==> config.mk <==
export PLATFORM = sky130hd
export DESIGN_NAME = fifo_credit_sender_flat
export DESIGN_NICKNAME = d
export VERILOG_FILES = /design/src/rtl/fifo_credit_sender_pkg.sv /design/src/rtl/fifo_credit_sender_if.sv /design/src/rtl/fifo_credit_sender.sv /design/src/flat_wrapper.sv
export SDC_FILE = /design/constraint.sdc
export NUM_CORES = 1
export LEC_CHECK = 0
export ABC_AREA = 1
export BUFFER_PORTS_ARGS = -buffer_cell sky130_fd_sc_hd__clkbuf_2
export CORE_AREA = 4 4 69 71
export DETAILED_ROUTE_END_ITERATION = 8
export DIE_AREA = 0 0 73 75
export PLACE_DENSITY = 0.76
export SLEW_MARGIN = 25
export SYNTH_ARGS = -nofsm -noshare
export SYNTH_HDL_FRONTEND = slang
export SYNTH_SLANG_ARGS = --single-unit
==> constraint.sdc <==
create_clock -name clk -period 8.5 [get_ports clk]
set_input_delay 0.425 -clock clk [delete_from_list [all_inputs] [get_ports clk]]
set_output_delay 0.425 -clock clk [all_outputs]
set_load 0.01 [all_outputs]
==> src/rtl/fifo_credit_sender_pkg.sv <==
// -----------------------------------------------------------------------------
// kanagawa_credit_pkg
// Shared types and helpers for the credit-based FIFO sender.
//   credit_state_e : sender lifecycle; INIT waits out remote reset skew,
//                    ACTIVE runs for the rest of the reset epoch.
//   credit_width() : bits needed to hold a credit count of 0..depth.
//   credit_count_t : widest credit carrier, for code that must not be
//                    parameterised on DEPTH.
// -----------------------------------------------------------------------------
package kanagawa_credit_pkg;

   typedef enum logic [0:0] {
      INIT   = 1'b0,
      ACTIVE = 1'b1
   } credit_state_e;

   localparam int CREDIT_W_MAX = 16;

   typedef logic [CREDIT_W_MAX-1:0] credit_count_t;

   function automatic int credit_width(input int depth);
      return $clog2(depth + 1);
   endfunction

endpackage

==> src/rtl/fifo_credit_sender_if.sv <==
// -----------------------------------------------------------------------------
// fifo_credit_sender_if
// Bundles the source handshake, the outbound link and the credit return path
// of fifo_credit_sender.
//   master : the sender itself (drives ready, link, status).
//   slave  : the environment (source, remote FIFO, monitors).
// Signals:
//   src_valid_in / src_data_in / src_ready_out   source handshake
//   link_valid_out / link_data_out               registered link to remote FIFO
//   credit_return_in                             credits coming home per cycle
//   credits_out / low_credit_out / idle_out      status
//   credit_error_out                             sticky protocol error
// -----------------------------------------------------------------------------
interface fifo_credit_sender_if #(
   parameter int DEPTH      = 16,
   parameter int WIDTH      = 32,
   parameter int MAX_RETURN = 1
);
   import kanagawa_credit_pkg::*;

   localparam int CW = credit_width(DEPTH);
   localparam int RW = $clog2(MAX_RETURN + 1);

   logic             src_valid_in;
   logic [WIDTH-1:0] src_data_in;
   logic             src_ready_out;
   logic             link_valid_out;
   logic [WIDTH-1:0] link_data_out;
   logic [RW-1:0]    credit_return_in;
   logic [CW-1:0]    credits_out;
   logic             low_credit_out;
   logic             idle_out;
   logic             credit_error_out;

   modport master (
      input  src_valid_in, src_data_in, credit_return_in,
      output src_ready_out, link_valid_out, link_data_out,
             credits_out, low_credit_out, idle_out, credit_error_out
   );

   modport slave (
      output src_valid_in, src_data_in, credit_return_in,
      input  src_ready_out, link_valid_out, link_data_out,
             credits_out, low_credit_out, idle_out, credit_error_out
   );

endinterface

==> src/rtl/fifo_credit_sender.sv <==
// -----------------------------------------------------------------------------
// fifo_credit_sender
// Producer side of a credit-controlled link into a remote receive FIFO.
// Holds one credit per free remote entry, accepts source data only while a
// credit is held, registers accepted data onto the link (1-cycle latency) and
// absorbs credits returned as the remote side pops.
// Ports:
//   clk  : clock
//   rst  : synchronous, active-high reset
//   bus  : fifo_credit_sender_if.master (source handshake, link, credit
//          return, status outputs)
// -----------------------------------------------------------------------------
module fifo_credit_sender
   import kanagawa_credit_pkg::*;
#(
   parameter int DEPTH               = 16,
   parameter int WIDTH               = 32,
   parameter int MAX_RETURN          = 1,
   parameter int ALMOST_EMPTY_MARGIN = 1,
   parameter int INIT_CYCLES         = 2
) (
   input  logic                 clk,
   input  logic                 rst,
   fifo_credit_sender_if.master bus
);

   localparam int CW = credit_width(DEPTH);
   localparam int RW = $clog2(MAX_RETURN + 1);
   localparam int IW = (INIT_CYCLES > 1) ? $clog2(INIT_CYCLES) : 1;

   localparam logic [CW-1:0] FULL      = CW'(DEPTH);
   localparam logic [CW:0]   FULL_WIDE = (CW+1)'(DEPTH);
   localparam logic [IW-1:0] INIT_LOAD = IW'(INIT_CYCLES - 1);

   credit_state_e    r_state, w_state_nxt;
   logic [IW-1:0]    r_init_cnt, w_init_cnt_nxt;
   logic [CW-1:0]    r_credits, w_credits_nxt;
   logic             r_err, w_err_nxt;
   logic             r_link_vld;
   logic [WIDTH-1:0] r_link_data;

   logic             w_ready;
   logic             w_accept;
   logic [CW:0]      w_credit_sum;
   logic             w_overflow;

   // Clamp an over-full credit sum back to DEPTH.
   function automatic logic [CW-1:0] sat_credit(input logic [CW:0] sum);
      if (sum > FULL_WIDE) return FULL;
      return sum[CW-1:0];
   endfunction

   // Ready depends only on flops so the source never sees a loop through
   // its own valid or through the credit return path.
   assign w_ready  = (r_state == ACTIVE) && (r_credits != '0);
   assign w_accept = bus.src_valid_in && w_ready;

   // One bit wider than the count so an over-return is visible, not wrapped.
   assign w_credit_sum = {1'b0, r_credits} - (CW+1)'(w_accept)
                       + (CW+1)'(bus.credit_return_in);
   assign w_overflow   = (w_credit_sum > FULL_WIDE);

   always_comb begin
      w_state_nxt    = r_state;
      w_init_cnt_nxt = r_init_cnt;
      w_credits_nxt  = r_credits;
      w_err_nxt      = r_err;
      unique case (r_state)
         INIT: begin
            // The remote side cannot legitimately return anything yet.
            if (bus.credit_return_in != '0) w_err_nxt = 1'b1;
            if (r_init_cnt == '0) begin
               w_credits_nxt = FULL;
               w_state_nxt   = ACTIVE;
            end else begin
               w_init_cnt_nxt = r_init_cnt - IW'(1);
            end
         end
         ACTIVE: begin
            w_credits_nxt = sat_credit(w_credit_sum);
            if (w_overflow) w_err_nxt = 1'b1;
         end
         default: begin
            w_state_nxt = INIT;
         end
      endcase
   end

   // Registered stage: FSM, credit counter and link register.
   always_ff @(posedge clk) begin
      if (rst) begin
         r_state     <= INIT;
         r_init_cnt  <= INIT_LOAD;
         r_credits   <= '0;
         r_err       <= 1'b0;
         r_link_vld  <= 1'b0;
         r_link_data <= '0;
      end else begin
         r_state    <= w_state_nxt;
         r_init_cnt <= w_init_cnt_nxt;
         r_credits  <= w_credits_nxt;
         r_err      <= w_err_nxt;
         r_link_vld <= w_accept;
         if (w_accept) r_link_data <= bus.src_data_in;
      end
   end

   assign bus.src_ready_out    = w_ready;
   assign bus.link_valid_out   = r_link_vld;
   assign bus.link_data_out    = r_link_data;
   assign bus.credits_out      = r_credits;
   assign bus.low_credit_out   = (r_state == INIT) ||
                                 (r_credits <= CW'(ALMOST_EMPTY_MARGIN));
   assign bus.idle_out         = (r_state == ACTIVE) && (r_credits == FULL) &&
                                 !r_link_vld;
   assign bus.credit_error_out = r_err;

`ifndef SYNTHESIS
   a_return_range : assert property (@(posedge clk) disable iff (rst)
      bus.credit_return_in <= RW'(MAX_RETURN));

   a_credit_bound : assert property (@(posedge clk) disable iff (rst)
      r_credits <= FULL);

   a_src_hold : assert property (@(posedge clk) disable iff (rst)
      (bus.src_valid_in && !w_ready) |=>
         (bus.src_valid_in && $stable(bus.src_data_in)));
`endif

endmodule

==> src/flat_wrapper.sv <==
// flat-port wrapper written by rule: the top's interface ports become plain ports
module fifo_credit_sender_flat import kanagawa_credit_pkg::*;
#(
   parameter int DEPTH               = 16,
   parameter int WIDTH               = 32,
   parameter int MAX_RETURN          = 1,
   parameter int ALMOST_EMPTY_MARGIN = 1,
   parameter int INIT_CYCLES         = 2
)
  (clk, rst, bus_src_valid_in, bus_src_data_in, bus_credit_return_in, bus_src_ready_out, bus_link_valid_out, bus_link_data_out, bus_credits_out, bus_low_credit_out, bus_idle_out, bus_credit_error_out);
  fifo_credit_sender_if #(.DEPTH(DEPTH), .WIDTH(WIDTH), .MAX_RETURN(MAX_RETURN)) bus_i ();
  input  logic clk;
  input  logic rst;
  input wire logic [$bits(bus_i.src_valid_in)-1:0] bus_src_valid_in;
  input wire logic [$bits(bus_i.src_data_in)-1:0] bus_src_data_in;
  input wire logic [$bits(bus_i.credit_return_in)-1:0] bus_credit_return_in;
  output wire logic [$bits(bus_i.src_ready_out)-1:0] bus_src_ready_out;
  output wire logic [$bits(bus_i.link_valid_out)-1:0] bus_link_valid_out;
  output wire logic [$bits(bus_i.link_data_out)-1:0] bus_link_data_out;
  output wire logic [$bits(bus_i.credits_out)-1:0] bus_credits_out;
  output wire logic [$bits(bus_i.low_credit_out)-1:0] bus_low_credit_out;
  output wire logic [$bits(bus_i.idle_out)-1:0] bus_idle_out;
  output wire logic [$bits(bus_i.credit_error_out)-1:0] bus_credit_error_out;
  assign bus_i.src_valid_in = bus_src_valid_in;
  assign bus_i.src_data_in = bus_src_data_in;
  assign bus_i.credit_return_in = bus_credit_return_in;
  assign bus_src_ready_out = bus_i.src_ready_out;
  assign bus_link_valid_out = bus_i.link_valid_out;
  assign bus_link_data_out = bus_i.link_data_out;
  assign bus_credits_out = bus_i.credits_out;
  assign bus_low_credit_out = bus_i.low_credit_out;
  assign bus_idle_out = bus_i.idle_out;
  assign bus_credit_error_out = bus_i.credit_error_out;
  fifo_credit_sender #(.DEPTH(DEPTH), .WIDTH(WIDTH), .MAX_RETURN(MAX_RETURN), .ALMOST_EMPTY_MARGIN(ALMOST_EMPTY_MARGIN), .INIT_CYCLES(INIT_CYCLES)) u_core (.clk(clk), .rst(rst), .bus(bus_i));
endmodule
==> impl_metrics.json <==
{
  "outcome": "finished clean",
  "max_stage_delay_ns": 0.43,
  "die_area_mm2": 0.00548,
  "syn_to_final_growth_pct": 27.4,
  "grt_max_degree": 42,
  "vias": 1763,
  "syn-num-nets": 290,
  "finalWirelength_um": 4290,
  "die_w_um": 73,
  "crit_required_ns": 8.68,
  "reg2reg_slack_ns": 5.18,
  "period_share": 0.391,
  "r2r-start": "u_core.bus.credits_out[2]",
  "via_per_inst": 4.78,
  "post_cts_buffers": 0,
  "first_iter_violations": 74,
  "p_total_uw": 439,
  "clk_path_buf_depth": 2,
  "final_common_cell": "nand2_1",
  "ys_seq_area_frac": 0.452,
  "gp_congestion": 0.912,
  "p_int_uw": 325,
  "wl_per_cell_um": 11.6,
  "crit_buf_inv": 5,
  "p_clk_frac": 0.360,
  "hold_viol": 0,
  "drv_cap": 0,
  "peakVddDrop_v": 0.000140,
  "crit_path_start_kind": "flip-flop",
  "cellLeakagePower_nw": 1.09,
  "ys_ff_latch": 41,
  "synthesis.area_mm2": 0.00182,
  "path_cells": "inv_1 -> ha_1 -> nand3_2 -> o21ai_2 -> inv_2 -> nand2_4 -> inv_4 -> ha_1 -> inv_1 -> ha_1 -> fa_1 -> or2_1 -> nor2_1 -> nand2_1 -> nand2_2 -> nand3_1 -> o21ai_1 -> inv_1",
  "overflow": 0,
  "fin_util": 0.547,
  "io_pins": 78,
  "cts_buffers": 5,
  "period_needed_ns": 3.32,
  "antenna_found_initial": 0,
  "track_usage": 0.160,
  "nets": 362,
  "grt_pass1_vias": 1566,
  "first_pass_iters": 4,
  "crit_fanout": 34,
  "cts_resized": 0,
  "setup_tns_ns": 0,
  "io_buffers": 77,
  "switchingPower_uw": 114,
  "drive_above_1_share": 0.306,
  "slowest_stage": "fa_1",
  "worstPathArrival_ns": 3.50,
  "cts_tree": "built",
  "setup_viol": 0,
  "rsz0062_at_grt": "false",
  "syn_area_per_cell_um2": 7.45,
  "grt_pass1_wl_um": 6960,
  "cellPowerDensity_mw_per_mm2": 189,
  "slew_headroom": 0.456,
  "fmax_mhz": 301,
  "yosysWarningCount": 0,
  "slew_violations": 0,
  "diodes": 0,
  "hold_path_class": "input pin to flip-flop",
  "rows": 24,
  "cts_root_buffer": "clkbuf_8",
  "clk_latency_ns": 0.28,
  "drc": 0,
  "clock_sinks": 41,
  "p_seq_frac": 0.470,
  "path_clk_slew_ns": 0.07,
  "synthCells": 244,
  "start_util": 0.429,
  "tightest_slew_ns": 0.816,
  "crit_path_end_kind": "flip-flop",
  "die_y_um": 75,
  "cts_hold_buffers": 0,
  "ant_nets": 0,
  "min_from": "bus_src_data_in[10]",
  "hold_end": "u_core.bus.link_data_out[10]",
  "path_class": "flip-flop to flip-flop",
  "holdPathStages": 3,
  "p_sw_frac": 0.259,
  "h-tree-depth": 2,
  "dp_hpwl_um": 3230,
  "cp_top_family": "adder cells",
  "layout_common_cells": "nand2_1 (86), clkbuf_2 (77), dfxtp_1 (41)",
  "synth.distinct_cells": 24,
  "core_area_mm2": 0.00423,
  "p_comb_frac": 0.170,
  "clock_skew_ns": 0.00568,
  "ff2ff_path_depth": 18,
  "r2r-end": "u_core.bus.credits_out[4]"
}
## flip-flops by register name (all words and copies together), names as in the netlist
register / cells
u_core.bus.credit_error_out: 1
u_core.bus.credits_out: 5
u_core.r_init_cnt: 1
u_core.bus.link_valid_out: 1
u_core.r_state: 1
u_core.bus.link_data_out: 32
## stage by stage
step                      instance area [um^2]  cells  hold WS [ns]  worst slack (ns)
after global placement                    2200    361         0.451              5.24
after global routing                      2310    369         0.350              4.86
after detailed placement                  2200    361         0.457              5.16
final                                     2310    369         0.362              5.18
after CTS                                 2310    369         0.356              5.15
after floorplan                           1820    244         0.444              5.58
## synthesized netlist by cell type, drive strengths merged
library cell,number,area share
clkbuf,5,0.010
o21ai,2,0.0076
nand4,2,0.0069
nor4,1,0.0034
ha,9,0.062
fa,1,0.011
inv,21,0.045
nand2,88,0.19
dfxtp,41,0.45
a21oi,41,0.12
xnor2,1,0.0048
buf,7,0.028
o21bai,1,0.0041
nor2,9,0.019
nand3,14,0.041
or2,1,0.0034
## power by group through the flow
stage,registers [mW],logic (mW),clock network (mW)
2_1_floorplan,0.212,0.0483,0
3_3_place_gp,0.210,0.0742,0
3_5_place_dp,0.211,0.0748,0
4_1_cts,0.206,0.0756,0.162
5_1_grt,0.207,0.0847,0.169
6_report,0.206,0.0745,0.158
## kinds of logic after synthesis
family	count (synthesis)	synth area share
adders and majority gates	10	0.0730
DFF	41	0.452
AOI/OAI and AO/OA	44	0.127
and+or+nand+nor	115	0.261
buffers and inverters	33	0.0826
xor gates and xnor gates	1	0.00482
## metal layers
metal	part of all wire	global-route usage	wire length, um
met1	0.44	0.206	1900
met2	0.46	0.254	1970
met3	0.086	0.0561	369
met4	0.011	0.0471	47
met5	0	0	0
## worst max path at each step
| stage | start | end | slack, ns | depth (start not counted) |
|---|---|---|---|---|
| after floorplan | u_core.bus.credits_out[2] | u_core.bus.credits_out[4] | 5.58 | 19 |
| after global placement | u_core.bus.credits_out[2] | u_core.bus.credit_error_out | 5.24 | 18 |
| after detailed placement | u_core.bus.credits_out[2] | u_core.bus.credit_error_out | 5.16 | 18 |
| after CTS | u_core.bus.credits_out[2] | u_core.bus.credit_error_out | 5.15 | 18 |
| after global routing | u_core.bus.credits_out[2] | u_core.bus.credits_out[4] | 4.86 | 18 |
| final | u_core.bus.credits_out[2] | u_core.bus.credits_out[4] | 5.18 | 18 |
## final cells by class
| class | count | area, um^2 |
|---|---|---|
| Clock buffer | 7 | 86.3 |
| Timing Repair Buffer | 77 | 385 |
| Fill cell | 385 | 1920 |
| Inverter | 21 | 81.3 |
| Multi-Input combinational cell | 170 | 846 |
| Clock inverter | 1 | 30.0 |
| Tap cell | 52 | 65.1 |
| Sequential cell | 41 | 821 |
## worst reg2reg max path: stages (launching register included)
cell and delay, ns:
dfxtp_1 0.38, inv_1 0.10, ha_1 0.23, nand3_2 0.09, o21ai_2 0.06, inv_2 0.09, nand2_4 0.21, inv_4 0.35
ha_1 0.30, inv_1 0.05, ha_1 0.18, fa_1 0.43, or2_1 0.23, nor2_1 0.10, nand2_1 0.07, nand2_2 0.10
nand3_1 0.10, o21ai_1 0.13, inv_1 0.05
Note: power is estimated with default switching activity, not from simulation.
